**src/rtl/pc_dump_responder.sv**
```systemverilog
`default_nettype none
// +--------------------------------------------------------------------------+
// | pc_dump_responder: captures performance-counter dump bursts in a buffer |
// | and answers each burst with a one-cycle write response.                 |
// | Revision: 1.0                                                           |
// +--------------------------------------------------------------------------+
module pc_dump_responder #(
  parameter int DATA_WIDTH   = 512,
  parameter int ADDR_WIDTH   = 64,
  parameter int SIZE_WIDTH   = 32,
  parameter int MAX_BEATS    = 8,
  parameter int WORD_WIDTH   = 64,
  parameter int WREADY_STALL = 0
) (
  input  logic                                                  clk,
  input  logic                                                  reset,
  input  logic                                                  aw_valid,
  input  logic [ADDR_WIDTH-1:0]                                 aw_addr,
  input  logic [SIZE_WIDTH-1:0]                                 aw_size,
  output logic                                                  aw_ready,
  input  logic                                                  w_valid,
  input  logic [DATA_WIDTH-1:0]                                 w_data,
  output logic                                                  w_ready,
  output logic                                                  b_valid,
  output logic [1:0]                                            b_resp,
  output logic                                                  cap_valid,
  output logic [ADDR_WIDTH-1:0]                                 cap_base,
  output logic [$clog2(MAX_BEATS):0]                            cap_beats,
  input  logic                                                  cap_clear,
  output logic [31:0]                                           dump_count,
  input  logic [$clog2(MAX_BEATS*(DATA_WIDTH/WORD_WIDTH))-1:0]  rd_idx,
  output logic [WORD_WIDTH-1:0]                                 rd_data
);

  localparam int c_BYTES_PER_BEAT = DATA_WIDTH / 8;
  localparam int c_WPB            = DATA_WIDTH / WORD_WIDTH;
  localparam int c_CNT_W          = $clog2(MAX_BEATS) + 1;
  localparam int c_IDX_W          = $clog2(MAX_BEATS * c_WPB);
  localparam int c_BUF_AW         = (MAX_BEATS > 1) ? $clog2(MAX_BEATS) : 1;
  localparam logic [31:0] c_STALL_RELOAD = 32'(WREADY_STALL - 1);

  typedef enum logic [1:0] {
    S_IDLE  = 2'd0,
    S_DATA  = 2'd1,
    S_STALL = 2'd2,
    S_RESP  = 2'd3
  } state_t;

  state_t                  r_state;
  state_t                  w_state_nxt;
  logic [SIZE_WIDTH-1:0]   r_beat_idx;
  logic [SIZE_WIDTH-1:0]   r_exp_beats;
  logic                    r_err;
  logic [31:0]             r_stall_cnt;
  logic [DATA_WIDTH-1:0]   r_buf [MAX_BEATS];

  logic [SIZE_WIDTH-1:0]   w_size_rem;
  logic [SIZE_WIDTH-1:0]   w_exp_beats;
  logic                    w_err;
  logic                    w_beat;
  logic                    w_last;
  logic [c_IDX_W-1:0]      w_rd_beat;
  logic [c_IDX_W-1:0]      w_rd_word;
  logic                    w_rd_hit;
  logic [DATA_WIDTH-1:0]   w_rd_line;

  // Ceiling division done as quotient plus a remainder flag so huge sizes cannot overflow.
  assign w_size_rem  = aw_size % SIZE_WIDTH'(c_BYTES_PER_BEAT);
  assign w_exp_beats = (aw_size / SIZE_WIDTH'(c_BYTES_PER_BEAT)) + SIZE_WIDTH'(w_size_rem != '0);
  assign w_err       = (aw_size == '0) || (w_size_rem != '0) ||
                       (w_exp_beats > SIZE_WIDTH'(MAX_BEATS));

  assign w_beat = (r_state == S_DATA) && w_valid;
  assign w_last = w_beat && (r_beat_idx == (r_exp_beats - SIZE_WIDTH'(1)));

  always_ff @(posedge clk) begin
    if (reset) r_state <= S_IDLE;
    else       r_state <= w_state_nxt;
  end

  always_comb begin
    w_state_nxt = r_state;
    aw_ready    = 1'b0;
    w_ready     = 1'b0;
    b_valid     = 1'b0;
    b_resp      = 2'b00;
    case (r_state)
      S_IDLE: begin
        aw_ready = !reset;
        if (aw_valid) w_state_nxt = (aw_size == '0) ? S_RESP : S_DATA;
      end
      S_DATA: begin
        w_ready = 1'b1;
        if (w_beat) begin
          if (w_last)                w_state_nxt = S_RESP;
          else if (WREADY_STALL > 0) w_state_nxt = S_STALL;
        end
      end
      S_STALL: begin
        if (r_stall_cnt == '0) w_state_nxt = S_DATA;
      end
      S_RESP: begin
        b_valid     = 1'b1;
        b_resp      = r_err ? 2'b10 : 2'b00;
        w_state_nxt = S_IDLE;
      end
      default: w_state_nxt = S_IDLE;
    endcase
  end

  always_ff @(posedge clk) begin
    if (reset) begin
      r_beat_idx  <= '0;
      r_exp_beats <= '0;
      r_err       <= 1'b0;
      r_stall_cnt <= '0;
      cap_valid   <= 1'b0;
      cap_base    <= '0;
      cap_beats   <= '0;
      dump_count  <= '0;
    end else begin
      // Clear first so the completion set in RESP overrides a coincident clear.
      if (cap_clear) cap_valid <= 1'b0;
      case (r_state)
        S_IDLE: begin
          if (aw_valid) begin
            cap_base    <= aw_addr;
            cap_valid   <= 1'b0;
            r_beat_idx  <= '0;
            r_exp_beats <= w_exp_beats;
            r_err       <= w_err;
          end
        end
        S_DATA: begin
          if (w_beat) begin
            r_beat_idx  <= r_beat_idx + SIZE_WIDTH'(1);
            r_stall_cnt <= c_STALL_RELOAD;
          end
        end
        S_STALL: begin
          if (r_stall_cnt != '0) r_stall_cnt <= r_stall_cnt - 32'd1;
        end
        S_RESP: begin
          cap_valid  <= 1'b1;
          cap_beats  <= (r_exp_beats > SIZE_WIDTH'(MAX_BEATS)) ? c_CNT_W'(MAX_BEATS)
                                                               : c_CNT_W'(r_exp_beats);
          dump_count <= dump_count + 32'd1;
        end
        default: ;
      endcase
    end
  end

  // Overflow beats are accepted but never written.
  always_ff @(posedge clk) begin
    if (w_beat && (r_beat_idx < SIZE_WIDTH'(MAX_BEATS)))
      r_buf[r_beat_idx[c_BUF_AW-1:0]] <= w_data;
  end

  assign w_rd_beat = rd_idx / c_IDX_W'(c_WPB);
  assign w_rd_word = rd_idx % c_IDX_W'(c_WPB);
  assign w_rd_hit  = int'(w_rd_beat) < int'(cap_beats);
  assign w_rd_line = r_buf[w_rd_beat[c_BUF_AW-1:0]];

  always_ff @(posedge clk) begin
    if (reset)         rd_data <= '0;
    else if (w_rd_hit) rd_data <= w_rd_line[int'(w_rd_word)*WORD_WIDTH +: WORD_WIDTH];
    else               rd_data <= '0;
  end

endmodule
`default_nettype wire

```
**config.mk**
```make
export PLATFORM = sky130hd
export DESIGN_NAME = pc_dump_responder
export DESIGN_NICKNAME = d
export VERILOG_FILES = /design/src/rtl/pc_dump_responder.sv
export SDC_FILE = /design/constraint.sdc
export NUM_CORES = 2
export LEC_CHECK = 0
export ABC_CLOCK_PERIOD_IN_PS = 120200
export CORE_UTILIZATION = 50
export DETAILED_ROUTE_END_ITERATION = 16
export GPL_ROUTABILITY_DRIVEN = 0
export GPL_TIMING_DRIVEN = 0
export PLACE_DENSITY = 0.74
export SLEW_MARGIN = 20
export SYNTH_ARGS = -nofsm -noshare
export SYNTH_HDL_FRONTEND = slang
export SYNTH_SLANG_ARGS = --single-unit
```
**constraint.sdc**
```tcl
create_clock -name clk -period 120.2 [get_ports clk]
set_input_delay 36.06 -clock clk [delete_from_list [all_inputs] [get_ports clk]]
set_output_delay 36.06 -clock clk [all_outputs]
set_load 0.01 [all_outputs]
```
==> flow_metrics.tcl <==
set metrics [dict create \
    dp.cells 12700 \
    r2r_slack_ns 114.19 \
    synth_top_flop_cell "edfxtp_1" \
    drive_gt1_share_pct 28.6 \
    ir_drop_mv 0.0120 \
    skew_ns 0.0864 \
    syn_inst 7095 \
    report.final.slew_viol_count 0 \
    required_ns 84.14 \
    worstSkewPairLatency_ns 1.01 \
    die_y_um 578 \
    ant_nets 0 \
    viasPerCell 6.18 \
    ys_seq_elements 4355 \
    relSlewSlack_pct 18.6 \
    power_density_nw_per_um2 16.9 \
    finalSetupViolCount 0 \
    wl_per_cell_um 33.7 \
    layout.nets 9413 \
    clock-root-buffer "clkbuf_16" \
    first_global_vias 84900 \
    antenna_found_initial 266 \
    cts_tree "built" \
    core_area_um2 330000 \
    initial_utilization_pct 50.2 \
    hold_viol_final 0 \
    yosysWarnings 0 \
    post-route-drc-count 0 \
    async_flop_share_pct 0 \
    synth_area_um2 166000 \
    min_period_ns 73.70 \
    synth_edf_count 4096 \
    reg2reg_from "r_state[1]" \
    clk_pin_slew_worst_paths_ns 0.06 \
    fmax_ghz 0.0136 \
    clockBufferDepth 4 \
    worstMarginPinSlew_ns 1.22 \
    hold_buffers 0 \
    die_area_um2 334000 \
    rsz0062_at_grt "false" \
    mostFrequentLayoutCells "edfxtp_1, mux4_2, clkdlybuf4s50_1" \
    crit_arrival_ns 37.64 \
    grt_pass1_wl_um 638000 \
    leakagePower_nw 63.2 \
    overflow 0 \
    hold_path.startpoint "cap_base[13]" \
    hold_end "cap_base[13]" \
    htreeDepth 5 \
    drt-initial-drc-count 10600 \
    drv_cap 0 \
    dieWidth_um 578 \
    synth.net_count 7728 \
    path_class "input pin to output pin" \
    boundaryPins 789 \
    grt_use_total_pct 27.3 \
    layout_commonest_cell "edfxtp_1" \
    routed_wl_um 460000 \
    dr.pass1.iters 5 \
    area_growth_pct 20.0 \
    reg2reg_depth 23 \
    status "completed" \
    portBuffers 777 \
    cts_sinks 4355 \
    cts_setup_buffers 0 \
    ys_seq_area_share_pct 77.3 \
    instances_no_fill 13700 \
    num_rows 211 \
    hpwl_um 321000 \
    synth_cell_types 63 \
    cts_resized 0 \
    cts_buffers 429 \
    hold_class "register to register" \
    r2r_end "r_buf[5][300]" \
    fin_crit_sh_pct 61.3 \
    grt_start_max_net_pins 42 \
    end_kind "output pin" \
    syn_area_per_cell_um2 23.4 \
    tns_ns 0 \
    final_core_util_pct 60.2 \
    min_path_cells 2 \
    start_kind "input pin" \
    cp_max_fo 10 \
    vias 84500 \
]
[state kept, by name, indices dropped and copies added, names as in the netlist]
signal	flops
cap_base	64
r_state	2
r_err	1
dump_count	32
r_stall_cnt	32
r_beat_idx	32
r_buf	4096
r_exp_beats	27
cap_beats	4
cap_valid	1
rd_data	64
[layout make-up]
cell class	count	area, um^2
flip-flops and latches	4355	128000
clock inverters	222	2310
repair buffers	1254	13000
fillers	22000	131000
clock buffers	573	11700
multi-input cells	2343	36200
inverters	20	75.1
diodes	157	393
plain buffers	377	1620
well taps	4366	5460
[cell usage after synthesis (all sizes together), types with 22 or more instances]
cell type | instances | area [um^2]
edfxtp | 4096 | 123000
xor2 | 79 | 692
clkbuf | 260 | 976
nand3 | 46 | 230
mux4 | 1344 | 30300
a211oi | 27 | 203
dfxtp | 259 | 5180
nor2 | 133 | 516
o21ai | 22 | 110
buf | 117 | 470
xnor2 | 64 | 561
nor3 | 39 | 200
a21oi | 118 | 591
nor4 | 36 | 262
nor2b | 74 | 463
and3 | 31 | 194
nand2 | 195 | 732
[per-stage QoR]
stage,power [W],instance area [um^2],worst slack (ns),hold WS (ns)
finish,0.00337,199000,46.50,0.452
global route,0.00345,199000,46.42,0.473
CTS,0.00338,199000,46.48,0.455
detailed placement,0.00206,185000,46.50,0.447
global placement,0.00210,179000,-20.85,0.443
floorplan,0.00195,166000,33.14,0.458
[power breakdown]
group / total (W) / switching (W) / internal [W]
registers: 0.00173 / 0.0000204 / 0.00171
clock network: 0.00133 / 0.000573 / 0.000762
logic: 0.000299 / 0.000167 / 0.000132
total: 0.00337 / 0.000760 / 0.00261
[kinds of logic (layout without fill, tap and decap cells)]
| kind of cell | count (synthesis) | after routing | share of synthesized area [%] |
|---|---|---|---|
| AOI/OAI and AO/OA | 199 | 199 | 0.705 |
| xor gates and xnor gates | 143 | 143 | 0.755 |
| adders and majority gates | 14 | 14 | 0.106 |
| buffers and inverters | 397 | 2446 | 0.918 |
| DFF | 4355 | 4355 | 77.3 |
| muxes | 1352 | 1352 | 18.3 |
| other | 1 | 158 | 0.00226 |
| and+or+nand+nor | 634 | 634 | 1.91 |
[critical path, cell delays in order]
cell	delay [ns]
clkbuf_1	0.38
clkbuf_1	0.54
nor2b_1	0.09
clkdlybuf4s50_1	0.55
[how the worst max path moves through the flow]
stage / depth (start not counted) / from / slack, ns / endpoint
5_1_grt: 4 / reset / 46.42 / aw_ready
2_1_floorplan: 4 / w_valid / 33.14 / r_buf[6][0]
6_report: 4 / reset / 46.50 / aw_ready
4_1_cts: 4 / reset / 46.48 / aw_ready
3_5_place_dp: 4 / reset / 46.50 / aw_ready
3_3_place_gp: 5 / w_valid / -20.85 / r_buf[6][481]
[layer usage]
metal	global-route usage [%]	share of wire (%)	up-vias
met4	14.4	4.9	126
met2	43.9	49	5075
met5	0	0.18	-
li1	-	-	33800
met3	7.11	10	937
met1	34.5	35	44500
Power figures use the tool's default switching activity.
